**src/rtl/uart_rx_ctrl.sv**
```systemverilog
// UART receive sequencer: synchronizes rx, finds the start edge,
// samples each bit at its centre and strobes out the received word.
module uart_rx_ctrl #(
   parameter int CLKS_PER_BIT = 868,
   parameter int DATA_BITS    = 8
) (
   input  logic                 clk,
   input  logic                 rst,
   input  logic                 rx,
   output logic [DATA_BITS-1:0] data,
   output logic                 valid,
   output logic                 frame_err,
   output logic                 busy
);

   localparam int HALF = CLKS_PER_BIT / 2;
   localparam int CW   = $clog2(CLKS_PER_BIT);
   localparam int IW   = $clog2(DATA_BITS);

   localparam logic [CW-1:0] HALF_M1 = CW'(HALF - 1);
   localparam logic [CW-1:0] FULL_M1 = CW'(CLKS_PER_BIT - 1);
   localparam logic [IW-1:0] LAST    = IW'(DATA_BITS - 1);

   typedef enum logic [1:0] {IDLE, START, DATA, STOP} state_t;

   state_t               state, state_n;
   logic [CW-1:0]        cnt, cnt_n;
   logic [IW-1:0]        idx, idx_n;
   logic [DATA_BITS-1:0] sh, sh_n;
   logic [DATA_BITS-1:0] data_n;
   logic                 valid_n, ferr_n;
   logic                 sync1, rx_s, rx_q;
   logic                 fall;

   assign fall = !rx_s & rx_q;
   assign busy = (state != IDLE);

   always_ff @(posedge clk) begin
      if (rst) begin
         // Line-idle level, so leaving reset never looks like a start edge
         sync1     <= 1'b1;
         rx_s      <= 1'b1;
         rx_q      <= 1'b1;
         state     <= IDLE;
         cnt       <= '0;
         idx       <= '0;
         sh        <= '0;
         data      <= '0;
         valid     <= 1'b0;
         frame_err <= 1'b0;
      end else begin
         sync1     <= rx;
         rx_s      <= sync1;
         rx_q      <= rx_s;
         state     <= state_n;
         cnt       <= cnt_n;
         idx       <= idx_n;
         sh        <= sh_n;
         data      <= data_n;
         valid     <= valid_n;
         frame_err <= ferr_n;
      end
   end

   always_comb begin
      state_n = state;
      cnt_n   = cnt + 1'b1;
      idx_n   = idx;
      sh_n    = sh;
      data_n  = data;
      valid_n = 1'b0;
      ferr_n  = 1'b0;
      unique case (state)
         IDLE: begin
            cnt_n = '0;
            if (fall) state_n = START;
         end
         START: begin
            if (cnt == HALF_M1) begin
               cnt_n   = '0;
               idx_n   = '0;
               state_n = rx_s ? IDLE : DATA;
            end
         end
         DATA: begin
            if (cnt == FULL_M1) begin
               cnt_n = '0;
               sh_n  = {rx_s, sh[DATA_BITS-1:1]};
               if (idx == LAST) state_n = STOP;
               else             idx_n   = idx + 1'b1;
            end
         end
         STOP: begin
            if (cnt == FULL_M1) begin
               cnt_n   = '0;
               state_n = IDLE;
               data_n  = sh;
               valid_n = rx_s;
               ferr_n  = !rx_s;
            end
         end
         default: state_n = IDLE;
      endcase
   end

endmodule

```
**config.mk**
```make
export PLATFORM = sky130hd
export DESIGN_NAME = uart_rx_ctrl
export DESIGN_NICKNAME = d
export VERILOG_FILES = /design/src/rtl/uart_rx_ctrl.sv
export SDC_FILE = /design/constraint.sdc
export NUM_CORES = 1
export LEC_CHECK = 0
export CELL_PAD_IN_SITES_DETAIL_PLACEMENT = 1
export CELL_PAD_IN_SITES_GLOBAL_PLACEMENT = 1
export CORE_MARGIN = 2
export CORE_UTILIZATION = 36
export CTS_CLUSTER_DIAMETER = 30
export DETAILED_ROUTE_END_ITERATION = 8
export PLACE_DENSITY_LB_ADDON = 0.1
export SLEW_MARGIN = 15
export SYNTH_ARGS = -nofsm -noshare
export SYNTH_HDL_FRONTEND = slang
export SYNTH_SLANG_ARGS = --single-unit
```
**constraint.sdc**
```tcl
create_clock -name clk -period 2 [get_ports clk]
set_clock_uncertainty 0.2 [all_clocks]
set_input_delay 0.4 -clock clk [delete_from_list [all_inputs] [get_ports clk]]
set_output_delay 0.4 -clock clk [all_outputs]
set_load 0.1 [all_outputs]
```
Yosys cells after proc, flatten, opt, wreduce, memory -nomap -nowiden --
Index checks and enable logic that the tools add are counted.
Storage, ports and cells: flip-flop bits (word level) 36, input port bits 3, output and inout bits 11, word-level logic and storage cells 51
Cells by class: add/subtract/negate cells 2, equal/unequal tests 12, mux-type cells 14, bitwise gates (word level) 3, reductions and logical operators 10
Operators by type and width (number):
- 10-bit case mux with 3 select lines | 1
- 10-bit two-way mux | 2
- 2-bit two-way mux | 6
- 2-bit != test, second input constant | 6
- 10-bit by 1-bit adder with 10-bit output, second input constant | 1
- 10-bit == test, second input constant | 1
- 10-bit by 9-bit == test with 1-bit output, second input constant | 1
- 3-bit two-way mux | 3
- 2-bit case mux with 4 select lines | 1
- 3-bit case mux with 2 select lines | 1
- 5-bit AND reduction | 1
- 2-bit == test, second input constant | 2
- 2-bit AND reduction | 2
- 4-bit AND reduction | 1
- 2-bit nonzero test | 2
- 3-bit by 1-bit adder with 3-bit output, second input constant | 1
- 3-bit == test, second input constant | 1
- 3-bit OR reduction | 1
- 2-bit by 1-bit == test with 1-bit output, second input constant | 1
- 2-bit logical NOT | 1
- 1-bit inverter | 2
- 2-bit OR reduction | 1
- 1-bit bitwise AND | 1
- 1-bit logical NOT | 1

Logic depth before layout (Yosys ltp) --
depth in word-level cells 4, depth in mapped cells 6, mapped depth without buffers 5

Worst setup path after synthesis --
OpenSTA, ideal clock, no wires.
kind register to register, start register cnt[0], end register cnt[2], setup time 0.129 ns, arrival time 1.444 ns, data required time 1.671 ns, slack 0.227 ns, stages on the path, launching flop included 6, buffers on the path 0, period minus slack after synthesis 1.773 ns, cells stage by stage dfxtp_1 -> ha_1 -> and4bb_2 -> and3_2 -> a2bb2oi_2 -> nor2_1
On the way: longest elaborated chain between the ends 3, elaborated cells between the ends (all ways) 6, those cells by class 1 x add/sub; 2 x eq/ne; 3 x mux
Ends and longest elaborated chain:
- from (decl) | RTL line 27 | logic [CW-1:0] cnt, cnt_n;
- from (signal assigned) | RTL line 56 | cnt <= cnt_n;
- 10-bit by 1-bit adder with 10-bit output (tied with other cells) | RTL line 67 | cnt_n = cnt + 1'b1;
- 10-bit two-way mux (on tied branches) | RTL line 86, 94, 79
- 10-bit case mux with 3 select lines * | RTL line 73 | unique case (state)
Mark *: on every way between the ends. The rest lies on a longest branch, timed or not. A chain may end at the register's enable or synchronous reset.

==> impl_metrics.py <==
metrics = {
    "synth": {
        "number_of_flip_flops_and_latches_in_the_synthesized_netlist": 36,
        "ffs_w_async_s_r_synth_pct": 0,
        "yosys_most_used_dff": "sky130_fd_sc_hd__dfxtp_1",
        "synth-edff-count": 0,
        "synth_area_per_cell_um2": 9.96,
        "synth_top_cell_by_area": "sky130_fd_sc_hd__dfxtp_1",
        "yosys_warnings": 0,
        "synth_top_cell_area_share_pct": 47.9,
        "sequential_cell_area_fraction_in_the_yosys_report_pct": 47.9,
        "synth.distinct_cells": 33,
        "syn_area_mm2": 0.00150,
        "synth_cells": 151,
        "nets_in_the_synthesized_netlist": 158,
        "netlist_top_cells_area": "sky130_fd_sc_hd__dfxtp_1, sky130_fd_sc_hd__mux2i_1, sky130_fd_sc_hd__nor2_1",
    },
    "sta": {
        "setup-tns-final_ns": 0,
        "worst_slew_margin_rel_pct": 69.9,
        "grt_setup_unrepaired": "no",
        "max_slew.worst_pin.slew_ns": 0.451,
        "finalCritPeriodShare_pct": 92.8,
        "finalHoldViolCount": 0,
        "slew_viol_final": 0,
        "total_of_endpoints_with_negative_setup_slack_in_the_final_report": 0,
        "hold-worst-slack_ns": 0.236,
        "max_clock_freq_ghz": 0.539,
        "final_period_minus_worst_setup_slack_ns": 1.86,
    },
    "route": {
        "ant_nets": 0,
        "first_pass_iters": 4,
        "drt_drc_violations_left": 0,
        "wirelength_mm": 3.16,
        "vias_per_cell": 5.09,
        "routed_len_inst_um": 14.1,
        "drtIter0Drc": 48,
        "route.vias.total": 1140,
    },
    "final_layout": {
        "drive_gt1_share_pct": 21.3,
        "layout.filler_cells": 440,
        "area_growth_pct": 29.9,
        "n_antenna_cell": 0,
        "design.final.nets": 180,
        "mostFrequentLayoutCell": "sky130_fd_sc_hd__dfxtp_1",
        "seqCellArea_um2": 721,
        "post_route_standard_cell_area_excluding_fillers_mm2": 0.00195,
        "finalNonFillerCells": 224,
        "multi_input_area_um2": 763,
        "final_cell_mix": "sky130_fd_sc_hd__dfxtp_1, sky130_fd_sc_hd__nor2_1, sky130_fd_sc_hd__mux2i_1",
    },
    "clock_tree": {
        "post-cts-setup-buffers": 0,
        "numCtsBuffers": 5,
        "worst_case_clock_buffer_depth": 2,
        "ctsHtreeMaxLevel": 2,
        "cts_sinks": 36,
        "clk_pin_slew_worst_paths_ns": 0.07,
        "tritoncts": "built",
        "cts_root_buf": "sky130_fd_sc_hd__clkbuf_8",
        "clkLatencyLatePin_ns": 0.28,
    },
    "grt": {
        "gr-total-overflow": 0,
        "grt_usage_pct": 15.2,
        "antenna_found_initial": 0,
        "via_count_of_the_first_global_routing_pass": 1125,
        "largest_net_degree_at_the_start_of_global_routing": 24,
        "grt_pass1_wl_mm": 5.17,
    },
    "power_and_ir_drop": {
        "highest_ir_drop_seen_on_vdd_mv": 0.353,
        "powerDensity_mw_per_mm2": 708,
        "total_power_after_layout_mw": 1.38,
        "power.static_leakage_nw": 0.826,
    },
    "worst_hold_path": {
        "hold_class": "flip-flop to flip-flop",
    },
    "place": {
        "buffer_ports.inserted": 13,
        "place.detailed.instances": 216,
        "placement.cell_area_mm2": 0.00184,
        "finalWeightedCongestion": 0.765,
        "dpl_wire_length_mm": 2.31,
    },
    "setup_path": {
        "start_kind": "flip-flop",
        "critPathCaptureType": "output pin",
        "crit_type": "flip-flop to output pin",
        "crit_arrival_ns": 1.26,
        "critical_path_required_ns": 1.40,
        "crit_path_max_fanout": 10,
    },
    "run_status": {
        "run_status": "completed",
    },
    "floorplan": {
        "placement_rows": 23,
        "die_y_um": 68.6,
        "floorplan.io_pins": 14,
        "core_outline_area_mm2": 0.00400,
        "die_area_mm2": 0.00471,
        "floorplan.die.width_um": 68.6,
        "initial_core_util_pct": 37.6,
    },
    "job": {
        "max_cap_viol_count": 0,
    },
}
-- sequential cells by signal (all words and copies together), names as in the netlist, 3 cells and up, named ones only --
register	flops
sh	8
idx	3
cnt	10
data	8
-- worst max-delay path: stages, from the launching register on --
cell and delay (ns):
sky130_fd_sc_hd__dfxtp_1 0.31, sky130_fd_sc_hd__buf_4 0.16, sky130_fd_sc_hd__or2_2 0.32, sky130_fd_sc_hd__buf_12 0.17
-- power breakdown --
part | total, mW | internal (mW) | switching [mW]
registers | 0.725 | 0.721 | 0.00386
clock network | 0.619 | 0.370 | 0.250
logic | 0.0396 | 0.0156 | 0.0240
-- repair_timing --
item / 4_1_cts / 5_1_grt
setup endpoints to repair: 0 / 1
endpoints found under the hold margin: 0 / 0
hold buffers: 0 / 0
resized for setup: 0 / 1
-- area by class of cell --
| class | instances | share of cell area [%] |
|---|---|---|
| inverters | 2 | 0.384 |
| flip-flops and latches | 36 | 36.9 |
| clock buffers | 6 | 3.71 |
| repair buffers | 20 | 15.0 |
| well taps | 50 | 3.20 |
| multi-input cells | 108 | 39.1 |
| clock inverters | 2 | 1.79 |
-- per-stage QoR --
stage | worst slack, ns | util, %
after floorplan | 0.227 | -
after global routing | 0.0264 | 48.9
after global placement | 0.0936 | 45.9
final | 0.144 | 48.9
after CTS | 0.0971 | 48.6
after detailed placement | 0.0454 | 45.9
-- path summary, 6_finish.rpt --
path	start	end	slack (ns)	cells after the start
setup / recovery	flip-flop	busy	0.14	3
hold / removal	sync1	rx_s	0.24	1
setup reg to reg	cnt[1]	idx[2]	0.15	5
hold reg to reg	sync1	rx_s	0.24	1
-- logic make-up after synthesis --
kind of cell | count (synthesis) | synth area share [%]
buffers and inverters | 7 | 2.08
AOI/OAI and AO/OA | 6 | 3.16
DFF | 36 | 47.9
muxes | 20 | 13.3
adders and majority gates | 4 | 3.33
xor gates and xnor gates | 8 | 4.66
and+or+nand+nor | 70 | 25.5
-- per-layer routing --
metal	GRT usage [%]	wire length, µm
met5	0	0
met4	8.25	65
met3	3.73	104
met2	25.0	1530
met1	18.1	1460
-- cells in the mapped netlist, types with 2 or more instances --
cell type,instances
sky130_fd_sc_hd__dfxtp_1,36
sky130_fd_sc_hd__and4bb_2,2
sky130_fd_sc_hd__inv_1,2
sky130_fd_sc_hd__nand3b_1,3
sky130_fd_sc_hd__and3_2,2
sky130_fd_sc_hd__ha_1,4
sky130_fd_sc_hd__xor2_1,4
sky130_fd_sc_hd__nor3_1,2
sky130_fd_sc_hd__nor3b_1,3
sky130_fd_sc_hd__nand3_1,6
sky130_fd_sc_hd__nand2_1,8
sky130_fd_sc_hd__xnor2_1,4
sky130_fd_sc_hd__nor2_1,29
sky130_fd_sc_hd__nand4_1,3
sky130_fd_sc_hd__clkbuf_1,3
sky130_fd_sc_hd__mux2i_1,20
sky130_fd_sc_hd__or2_2,4
Power figures use the tool's default switching activity.
